<file path="src/rtl/xor_session_ctrl_pkg.sv">
// Shared types and defaults for the XOR session controller.
// Holds the controller state encoding, the registered output flag bundle
// and a decode helper that maps a state onto its datapath flags.
package xor_pkg;

  localparam int XOR_KEY_BITS = 8;
  localparam int XOR_MSG_BITS = 64;
  localparam int XOR_TIMEOUT  = 255;

  typedef enum logic [2:0] {
    ST_IDLE     = 3'd0,
    ST_LOAD_KEY = 3'd1,
    ST_LOAD_MSG = 3'd2,
    ST_ENCRYPT  = 3'd3,
    ST_STREAM   = 3'd4,
    ST_DONE     = 3'd5,
    ST_ERROR    = 3'd6
  } xor_ctrl_state_t;

  typedef struct packed {
    logic en;
    logic load_key;
    logic load_msg;
    logic busy;
    logic done;
  } xor_ctrl_flags_t;

  // Flags the datapath should see while the controller sits in state s.
  function automatic xor_ctrl_flags_t state_flags(input xor_ctrl_state_t s);
    xor_ctrl_flags_t f;
    f.en       = (s == ST_LOAD_KEY) || (s == ST_LOAD_MSG) ||
                 (s == ST_ENCRYPT)  || (s == ST_STREAM);
    f.load_key = (s == ST_LOAD_KEY);
    f.load_msg = (s == ST_LOAD_MSG);
    f.busy     = (s != ST_IDLE);
    f.done     = (s == ST_DONE);
    return f;
  endfunction

endpackage

</file>
<file path="src/rtl/xor_session_ctrl_timer.sv">
// xor_ctrl_timer: saturating watchdog counter.
// Counts enabled cycles since the last clear. oExpired is high during the
// enabled cycle on whose closing edge the count reaches TIMEOUT_CYCLES, so a
// wait guarded by this timer lasts at most TIMEOUT_CYCLES cycles.
module xor_ctrl_timer
  import xor_pkg::*;
#(
  parameter int TIMEOUT_CYCLES = XOR_TIMEOUT
) (
  input  logic iClk,
  input  logic iRst,
  input  logic iClear,
  input  logic iEnable,
  output logic oExpired
);

  localparam int CNT_W = $clog2(TIMEOUT_CYCLES + 1);
  localparam logic [CNT_W-1:0] CNT_MAX  = CNT_W'(TIMEOUT_CYCLES);
  localparam logic [CNT_W-1:0] CNT_LAST = CNT_W'(TIMEOUT_CYCLES - 1);

  logic [CNT_W-1:0] r_count;

  // Count enabled cycles, holding at the maximum; clear has priority.
  // NOTE: sequential state uses non-blocking (<=) so every flop samples
  // pre-edge values regardless of block ordering.
  always_ff @(posedge iClk or negedge iRst) begin
    if (!iRst) begin
      r_count <= '0;
    end else if (iClear) begin
      r_count <= '0;
    end else if (iEnable && (r_count != CNT_MAX)) begin
      r_count <= r_count + 1'b1;
    end
  end

  assign oExpired = iEnable && (r_count >= CNT_LAST);

endmodule

</file>
<file path="src/rtl/xor_session_ctrl.sv">
// xor_session_ctrl: session sequencer for the serial XOR encryption datapath.
// Walks key load, message load, encryption and serial readout, watching the
// encryption and serializer status with watchdog timeouts.
// Optional feature macro: XOR_CTRL_KEY_REUSE_EN adds iReuse_key, letting a
// session skip key load and reuse the key already held by the datapath.
module xor_session_ctrl
  import xor_pkg::*;
#(
  parameter int KEY_BITS       = XOR_KEY_BITS,
  parameter int MSG_BITS       = XOR_MSG_BITS,
  parameter int TIMEOUT_CYCLES = XOR_TIMEOUT
) (
  input  logic       iClk,
  input  logic       iRst,
  input  logic       iStart,
`ifdef XOR_CTRL_KEY_REUSE_EN
  input  logic       iReuse_key,
`endif
  input  logic       iEnc_done,
  input  logic       iSer_flag,
  output logic       oEn,
  output logic       oLoad_key,
  output logic       oLoad_msg,
  output logic       oBusy,
  output logic       oDone,
  output logic       oError,
  output logic [2:0] oState
);

  localparam int BIT_W = $clog2(MSG_BITS) + 1;
  localparam logic [BIT_W-1:0] KEY_LAST = BIT_W'(KEY_BITS - 1);
  localparam logic [BIT_W-1:0] MSG_LAST = BIT_W'(MSG_BITS - 1);
  localparam logic [BIT_W-1:0] MSG_FULL = BIT_W'(MSG_BITS);

  xor_ctrl_state_t  r_state;
  xor_ctrl_state_t  w_state_nxt;
  xor_ctrl_flags_t  r_flags;
  xor_ctrl_flags_t  w_flags;
  logic [BIT_W-1:0] r_bit_cnt;
  logic             r_enc_done;
  logic             r_error;
  logic             w_state_chg;
  logic             w_timer_en;
  logic             w_expired;
  logic             w_ser_active;
  logic             w_reuse_key;

`ifdef XOR_CTRL_KEY_REUSE_EN
  assign w_reuse_key = iReuse_key;
`else
  assign w_reuse_key = 1'b0;
`endif

  // In STREAM the bit counter only moves once the serializer flag has risen,
  // so a non-zero count marks the flag-high (counting) phase.
  assign w_ser_active = (r_bit_cnt != '0);
  assign w_state_chg  = (w_state_nxt != r_state);
  assign w_timer_en   = (r_state == ST_ENCRYPT) ||
                        ((r_state == ST_STREAM) && !w_ser_active);

  xor_ctrl_timer #(
    .TIMEOUT_CYCLES (TIMEOUT_CYCLES)
  ) u_timer (
    .iClk     (iClk),
    .iRst     (iRst),
    .iClear   (w_state_chg),
    .iEnable  (w_timer_en),
    .oExpired (w_expired)
  );

  // State register.
  always_ff @(posedge iClk or negedge iRst) begin
    if (!iRst) begin
      r_state <= ST_IDLE;
    end else begin
      r_state <= w_state_nxt;
    end
  end

  // Next-state decode and the flags the next state will drive.
  // NOTE: every signal gets a default before the case so no path can leave
  // it unassigned, which would infer a latch.
  always_comb begin
    w_state_nxt = r_state;
    case (r_state)
      ST_IDLE: begin
        if (iStart) begin
          w_state_nxt = w_reuse_key ? ST_LOAD_MSG : ST_LOAD_KEY;
        end
      end
      ST_LOAD_KEY: begin
        if (r_bit_cnt == KEY_LAST) begin
          w_state_nxt = ST_LOAD_MSG;
        end
      end
      ST_LOAD_MSG: begin
        if (r_bit_cnt == MSG_LAST) begin
          w_state_nxt = ST_ENCRYPT;
        end
      end
      ST_ENCRYPT: begin
        // Success is checked first so it wins over a same-cycle timeout.
        if (r_enc_done) begin
          w_state_nxt = ST_STREAM;
        end else if (w_expired) begin
          w_state_nxt = ST_ERROR;
        end
      end
      ST_STREAM: begin
        if (!w_ser_active) begin
          // Waiting for the flag to rise; a rise on the last allowed cycle
          // still counts as in time.
          if (!iSer_flag && w_expired) begin
            w_state_nxt = ST_ERROR;
          end
        end else if (iSer_flag) begin
          if (r_bit_cnt == MSG_FULL) begin
            w_state_nxt = ST_ERROR;
          end
        end else begin
          w_state_nxt = (r_bit_cnt == MSG_FULL) ? ST_DONE : ST_ERROR;
        end
      end
      ST_DONE:  w_state_nxt = ST_IDLE;
      ST_ERROR: w_state_nxt = ST_IDLE;
      default:  w_state_nxt = ST_IDLE;
    endcase
    w_flags = state_flags(w_state_nxt);
  end

  // Bit counter: counts load cycles and flag-high stream cycles, cleared on
  // every state change.
  always_ff @(posedge iClk or negedge iRst) begin
    if (!iRst) begin
      r_bit_cnt <= '0;
    end else if (w_state_chg) begin
      r_bit_cnt <= '0;
    end else if ((r_state == ST_LOAD_KEY) || (r_state == ST_LOAD_MSG) ||
                 ((r_state == ST_STREAM) && iSer_flag)) begin
      r_bit_cnt <= r_bit_cnt + 1'b1;
    end
  end

  // Registered outputs, encryption status sample and the sticky error flag.
  always_ff @(posedge iClk or negedge iRst) begin
    if (!iRst) begin
      r_flags    <= '0;
      r_enc_done <= 1'b0;
      r_error    <= 1'b0;
    end else begin
      r_flags    <= w_flags;
      // Only sampled inside ENCRYPT so a stale status from a previous
      // session cannot skip the wait.
      r_enc_done <= iEnc_done && (r_state == ST_ENCRYPT);
      if ((r_state == ST_IDLE) && iStart) begin
        r_error <= 1'b0;
      end else if (w_state_nxt == ST_ERROR) begin
        r_error <= 1'b1;
      end
    end
  end

  assign oEn       = r_flags.en;
  assign oLoad_key = r_flags.load_key;
  assign oLoad_msg = r_flags.load_msg;
  assign oBusy     = r_flags.busy;
  assign oDone     = r_flags.done;
  assign oError    = r_error;
  assign oState    = r_state;

endmodule

</file>
<file path="config.mk">
export PLATFORM = sky130hd
export DESIGN_NAME = xor_session_ctrl
export DESIGN_NICKNAME = d
export VERILOG_FILES = /design/src/rtl/xor_session_ctrl_pkg.sv /design/src/rtl/xor_session_ctrl_timer.sv /design/src/rtl/xor_session_ctrl.sv
export SDC_FILE = /design/constraint.sdc
export NUM_CORES = 1
export LEC_CHECK = 0
export BUFFER_PORTS_ARGS = -buffer_cell sky130_fd_sc_hd__buf_2
export CAP_MARGIN = 20
export CORE_MARGIN = 5
export CORE_UTILIZATION = 48
export DETAILED_ROUTE_END_ITERATION = 8
export GPL_TIMING_DRIVEN = 0
export PLACE_DENSITY = 0.73
export SLEW_MARGIN = 20
export SYNTH_ARGS = -nofsm -noshare
export SYNTH_HDL_FRONTEND = slang
export SYNTH_SLANG_ARGS = --single-unit
</file>
<file path="constraint.sdc">
create_clock -name iClk -period 2.5 [get_ports iClk]
set_input_delay 0 -clock iClk [delete_from_list [all_inputs] [get_ports iClk]]
set_output_delay 0 -clock iClk [all_outputs]
set_load 0.02 [all_outputs]
</file>
==> impl_results.md, run 1 <==
* Layout cells sized above 1 at approximately 17%
* Root Buffer: clkbuf_4
* Multi-input logic area at 679 µm²
* RSZ-0062 raised after global routing: no
* Core ar. at approximately 2700 µm²
* Initial DRC Count at 33
* WL final at 2520 µm
* GPL Wtd Cong at ~0.81
* Status: complete, no violations
* Crit path launch type: register
* Routed len/inst at 13.2 µm
* CP arrival at 2.44 ns
* Pre-antenna DRT Iters at 6
* Fillcell total at 250
* Die Span X at ~63 µm
* Final Cycle Share at ~87%
* Leakage at a little under 0.0007 µW
* Achievable Freq at between 400 and 500 MHz
* DP Wirelength at between 1500 and 2000 µm
* Reg2Reg Launch Point: u_timer.r_count[0]
* Register Area at 626 µm²
* Largest net degree at the start of global routing at 26
* NetSw at between 500 and 600 µW
* MaxCap Viol Count at 0
* Vias in the first global route at between 1000 and 1500
* Comb power frac at ~46%
* Largest register FFs at 8
* Setup CP Type: reg -> reg
* Syn_nets at between 100 and 150
* Initial Util at 49.5%
* Post-synth EDFFs at 0
* Rows at 19
* Netlist area before placement at 1350 µm²
* Ys Warns at 0
* Worst hold path type: in -> reg
* Seq cells post-synth at 25
* Clock power share at 13.8%
* Asr flop ratio synth at 100%
* Sink Count at 25
* Setup_tns at 0 ns
* Vias per cell at 5.55
* Via count at between 1000 and 1500
* Die Span Y at 63.1 µm
* Pwr/cell area at around 860 nW/µm²
* Largest Register: u_timer.r_count
* Endpoints failing hold at 0
* Minimum clock period at roughly 2.2 ns
* First-pass GRT wire length at 4390 µm
* Final setup violation count at 0
* Switching part of the total at approximately two fifths
* Total Nets Final at 170
* Most common flop cell mapped by yosys: dfrtp_1
* Ant. Diodes at 0
* Library cells used by synthesis at 39
* CP Max Fanout at 10
* CTS max path bufs at 2
* Seq/Total Area, Yosys at 46.3%
* CP Capture Type: register
* Critical Path Source: u_timer.r_count[0]
* CTS tree: yes
* Hold slack final at between 0.05 and 0.06 ns
* TritonCTS Buffers at 3
* Worst relative slew slack at about 64%
* Hold_sp: iSer_flag
* Final-report max-slew violation count at 0
* Critical Path RT at approximately 2.8 ns
* PortBufs at 13
* Max IR drop VDD at 0.000564 V
* Final WS setup at between 0.3 and 0.4 ns
* Area Growth Syn to Fin at 12.3%
* Die area at 3980 µm²
* Cell Int Power at around 770 µW
* Post-Place Setup Slack at roughly 0.24 ns
* Worst Tran Pin Value at 0.535 ns
* Syn_area_per_cell at 9.66 µm²
* Worst-skew pair later-pin latency at approximately 0.31 ns
* Sequential share of power at approximately two fifths
* Clk_skew at a little under 0.004 ns
* ANT nets after route at 0
* H-tree depth at 1
* Syn Inst Count at 140
* # IOs at 14
* Grt ovf at 0
* Remaining DRCs at 0
* Reg clk slew, reported paths at between 0.1 and 0.15 ns
* All-layer global routing usage at 13.4%
* Initial antenna violation count at 0
[stage by stage]
| stage | cells | utilization, % | power (µW) | instance area (µm²) |
|---|---|---|---|---|
| 5_1_grt | 191 | 55.6 | 1420 | 1520 |
| 6_report | 191 | 55.6 | 1300 | 1520 |
| 4_1_cts | 191 | 55.4 | 1310 | 1510 |
| 3_5_place_dp | 184 | 53.3 | 1130 | 1460 |
| 3_3_place_gp | 184 | 53.3 | 1110 | 1460 |
| 2_1_floorplan | 140 | - | 981 | 1350 |
[power by group through the flow]
stage	logic (µW)	clock network, µW	registers [µW]
final	605	180	518
after global routing	679	209	529
after CTS	606	190	518
after detailed placement	601	0	525
after global placement	582	0	525
after floorplan	424	0	558
[placed cells by master, fill, tap and decap left out, types with 3 or more instances in the layout]
master	count
nand4_1	7
clkbuf_4	3
nor2_1	26
nor3_1	4
inv_1	5
nand3_1	3
nand2_1	9
dlygate4sd3_1	3
xor2_1	10
buf_2	13
dfrtp_1	25
xnor2_1	4
ha_1	4
clkbuf_1	3
[Yosys cell counts, types with 2 or more instances]
cell       count  area, µm²
buf_6          2       22.5
o21ai_0        2       10.0
nor3b_1        3       22.5
nand3_1        3       15.0
nand4b_1       2       17.5
nand2_1        9       33.8
and2_1         2       12.5
a31oi_1        2       12.5
o2111ai_1      2       17.5
xnor2_1        4       35.0
nor3_1         4       20.0
nand4_1        7       43.8
xor2_1        10       87.6
ha_1           4       50.1
a21oi_1        2       10.0
and3_1         2       12.5
dfrtp_1       25        626
nor2_1        26       97.6
clkbuf_1       3       11.3
inv_1          5       18.8
or3_4          2       22.5
and3b_1        2       17.5
[critical path, cell delays in order, from the launching register on]
cell,delay (ns)
dfrtp_1,0.48
inv_1,0.07
ha_1,0.19
o2111ai_1,0.24
nor2_1,0.09
nor3b_1,0.33
a31oi_1,0.09
a22o_2,0.36
buf_6,0.16
nor2_1,0.11
[timing repair]
item,4_1_cts,5_1_grt
buffers inserted,0,0
setup endpoints to repair,0,1
hold buffers,3,0
resized for setup,0,1
endpoints found under the hold margin,27,0
[per-layer routing]
metal / wire length, µm / global-route usage (%) / share of wire (%) / up-vias
li1: - / - / - / 528
met1: 1120 / 16.0 / 45 / 510
met4: 25 / 5.31 / 0.99 / 0
met5: 0 / 0 / 0 / -
met2: 1270 / 23.5 / 50 / 19
met3: 102 / 2.66 / 4.1 / 4
[path summary, 6_finish.rpt]
kind / endpoint / slack, ns / cells past startpoint
max in group asynchronous: r_bit_cnt[5] / 1.97 / 2
setup / recovery: u_timer.r_count[3] / 0.31 / 9
hold / removal: oDone / 0.06 / 3
hold reg to reg: oError / 0.54 / 1
setup reg to reg: u_timer.r_count[3] / 0.31 / 9
min in group asynchronous: oError / 0.18 / 2
[layout make-up]
cell class	instances	area share, %
flip-flops and latches	25	41.2
clock inverters	1	0.329
inverters	5	1.24
clock buffers	3	1.48
plain buffers	5	2.22
repair buffers	16	6.26
multi-input cells	105	44.7
well taps	31	2.55
[logic make-up after synthesis]
logic type	count (synthesis)	synth area share [%]
AOI/OAI and AO/OA	20	11.4
DFF	25	46.3
and+or+nand+nor	67	25.7
buffers and inverters	10	3.89
xor gates and xnor gates	14	9.07
adders and majority gates	4	3.70
Note: power is estimated with default switching activity, not from simulation.
==> run 2: changes to the inputs <==
--- a/config.mk
+++ b/config.mk
@@ -10,7 +10,6 @@
 export CORE_MARGIN = 5
 export CORE_UTILIZATION = 48
 export DETAILED_ROUTE_END_ITERATION = 8
-export GPL_TIMING_DRIVEN = 0
 export PLACE_DENSITY = 0.73
 export SLEW_MARGIN = 20
 export SYNTH_ARGS = -nofsm -noshare
==> run 2 against run 1 <==
Cell area shrank 2.6%. Global-route usage grew 0.20 points. Critical path depth is 1 lower. Setup slack worse by 0.030 ns. Wire length shrank 2.0%. Clock power is 4% lower. Final cell count is 2.6% lower. Flip-flop and latch count unchanged. Sequential power increased by 5.4%. Fmax down 1.3%. Critical path type unchanged. Largest cell class unchanged. Highest routed layer unchanged.
==> impl_results.md, run 2 (synthesis results as in run 1) <==
* Final Instance Count excl. Fillers at 186 (was 191)
* Max incr delay on CP at 0.42 ns (was 0.48 ns)
* GPL Wtd Cong at 0.826 (was 0.810)
* Status: complete, no violations (unchanged)
* Final Cycle Share at 88.6% (was 87.5%)
* MaxCap Viol Count at 0 (unchanged)
* Root Buffer: clkbuf_4 (unchanged)
* Core ar. at 2730 µm² (unchanged)
* Setup_tns at 0 ns (unchanged)
* WL final at 2470 µm (was 2520 µm)
* Achievable Freq at 451 MHz (was 457 MHz)
* Initial antenna violation count at 0 (unchanged)
* Grt ovf at 0 (unchanged)
* FF-to-FF End: u_timer.r_count[1] (was u_timer.r_count[3])
* First-pass GRT wire length at 4420 µm (was 4390 µm)
* Endpoints failing hold at 0 (unchanged)
* Die Span Y at 63.1 µm (unchanged)
* Hold Path Stages at 3 (unchanged)
* Clk_skew at 0.00653 ns (was 0.00394 ns)
* Crit path launch type: register (unchanged)
* Largest Register: u_timer.r_count (unchanged)
* Area Growth Syn to Fin at 9.34% (was 12.3%)
* Vias in the first global route at 1002 (was 1010)
* Die area at 3980 µm² (unchanged)
* Hold endpoint: oDone (unchanged)
* Multi-input logic area at 674 µm² (was 679 µm²)
* Crit path max-delay cell type: dfrtp_1 (unchanged)
* Initial DRC Count at 34 (was 33)
* Total Nets Final at 165 (was 170)
* Overall power at 1240 µW (was 1300 µW)
* ANT nets after route at 0 (unchanged)
* Crit path cell chain: inv_1 -> ha_1 -> nor3b_1 -> nand4b_1 -> o2111ai_1 -> o211ai_1 -> a22o_2 -> a211oi_1 (was inv_1 -> ha_1 -> o2111ai_1 -> nor2_1 -> nor3b_1 -> a31oi_1 -> a22o_2 -> buf_6 -> nor2_1)
* CP Buf/Inv Count at 1 (was 2)
* Worst relative slew slack at 64.5% (was 64.4%)
* Via count at 1035 (was 1061)
* Leakage at 0.000671 µW (was 0.000693 µW)
* Final setup violation count at 0 (unchanged)
* Cell Count Post-Placement at 179 (was 184)
* H-tree depth at 1 (unchanged)
* CP arrival at 2.44 ns (about the same)
* CTS tree: yes (unchanged)
* # IOs at 14 (unchanged)
* Hold_sp: iSer_flag (unchanged)
* Reg2Reg Launch Point: r_bit_cnt[0] (was u_timer.r_count[0])
* WP depth at 8 (was 9)
* Worst hold path type: in -> reg (unchanged)
* Layout cells sized above 1 at 14.8% (was 16.9%)
* Largest register FFs at 8 (unchanged)
* Largest net degree at the start of global routing at 26 (unchanged)
* All-layer global routing usage at 13.6% (was 13.4%)
* Ant. Diodes at 0 (unchanged)
* Fillcell total at 258 (was 250)
* CTS max path bufs at 2 (unchanged)
* Minimum clock period at 2.22 ns (was 2.19 ns)
* DP Wirelength at 1820 µm (was 1890 µm)
* RSZ-0062 raised after global routing: no (unchanged)
* Pre-antenna DRT Iters at 4 (was 6)
* Worst-skew pair later-pin latency at 0.31 ns (about the same)
* Vias per cell at 5.56 (was 5.55)
* Remaining DRCs at 0 (unchanged)
* Initial Util at 49.5% (unchanged)
* Setup bufs post-CTS at 0 (unchanged)
* Setup CP Type: reg -> reg (unchanged)
* Register Area at 626 µm² (unchanged)
* Routed len/inst at 13.3 µm (was 13.2 µm)
* PortBufs at 13 (unchanged)
* CP Capture Type: register (unchanged)
* Rows at 19 (unchanged)
* Worst path top cell family by delay: compound AO/OA/AOI/OAI gates (unchanged)
* CP Max Fanout at 15 (was 10)
* Most frequent cells in the layout: 26 x nor2_1, 25 x dfrtp_1, 13 x buf_2 (unchanged)
* Sink Count at 25 (unchanged)
* Flop2flop setup slack at 0.28 ns (was 0.31 ns)
* Post-CTS sizing at 0 (unchanged)
* Worst Tran Pin Value at 0.532 ns (was 0.535 ns)
* Max IR drop VDD at 0.000560 V (was 0.000564 V)
* TritonCTS Buffers at 3 (unchanged)
* Final-report max-slew violation count at 0 (unchanged)
* Leading cell type in the layout, fill and taps excluded: nor2_1 (unchanged)
* Pwr/cell area at 841 nW/µm² (was 858 nW/µm²)
* Reg2Reg Depth at 8 (was 9)
* Reg clk slew, reported paths at 0.12 ns (was 0.14 ns)
* Critical Path RT at 2.73 ns (was 2.75 ns)
* Util after Layout at 54.1% (was 55.6%)
* CTS Hold Buffers Added at 3 (unchanged)
* Die Span X at 63.1 µm (unchanged)
[run 2: layout make-up]
class,count,share of cell area [%]
multi-input cells,105,45.6
flip-flops and latches,25,42.3
repair buffers,16,6.43
well taps,31,2.62
clock buffers,4,1.78
inverters,5,1.27
[run 2: worst max-delay path by stage]
stage	from	end	slack, ns
detailed placement	r_bit_cnt[0]	u_timer.r_count[1]	0.28
CTS	r_bit_cnt[0]	u_timer.r_count[1]	0.25
global placement	r_bit_cnt[0]	u_timer.r_count[1]	0.42
finish	r_bit_cnt[0]	u_timer.r_count[1]	0.28
global route	r_bit_cnt[0]	u_timer.r_count[1]	0.12
floorplan	r_bit_cnt[3]	oBusy	0.52
[run 2: per-layer routing]
metal	track usage [%]	part of all wire, %	up-vias
met5	0	0	-
met4	5.57	1.5	0
met3	2.66	4.0	4
met2	22.2	47	15
met1	17.6	48	498
li1	-	-	518
[run 2: power breakdown]
part / switching [µW] / total, µW / internal [µW] / leakage [µW]
sequential: 76.1 / 546 / 469 / 0.000328
clock: 110 / 172 / 62.4 / 0.0000150
combinational: 316 / 525 / 209 / 0.000328
[run 2: through the flow]
step                      worst slack, ns  instance area (µm²)  hold slack, ns
after floorplan                     0.516                 1350          -0.296
after global placement              0.425                 1420         0.00996
after detailed placement            0.279                 1420          0.0149
after CTS                           0.252                 1480          0.0356
after global routing                0.119                 1480          0.0559
final                               0.284                 1480          0.0498
[run 2: tightest hold or removal path, stage by stage]
cell and delay, ns:
buf_2 0.11, nand4b_1 0.15, nor2_1 0.08
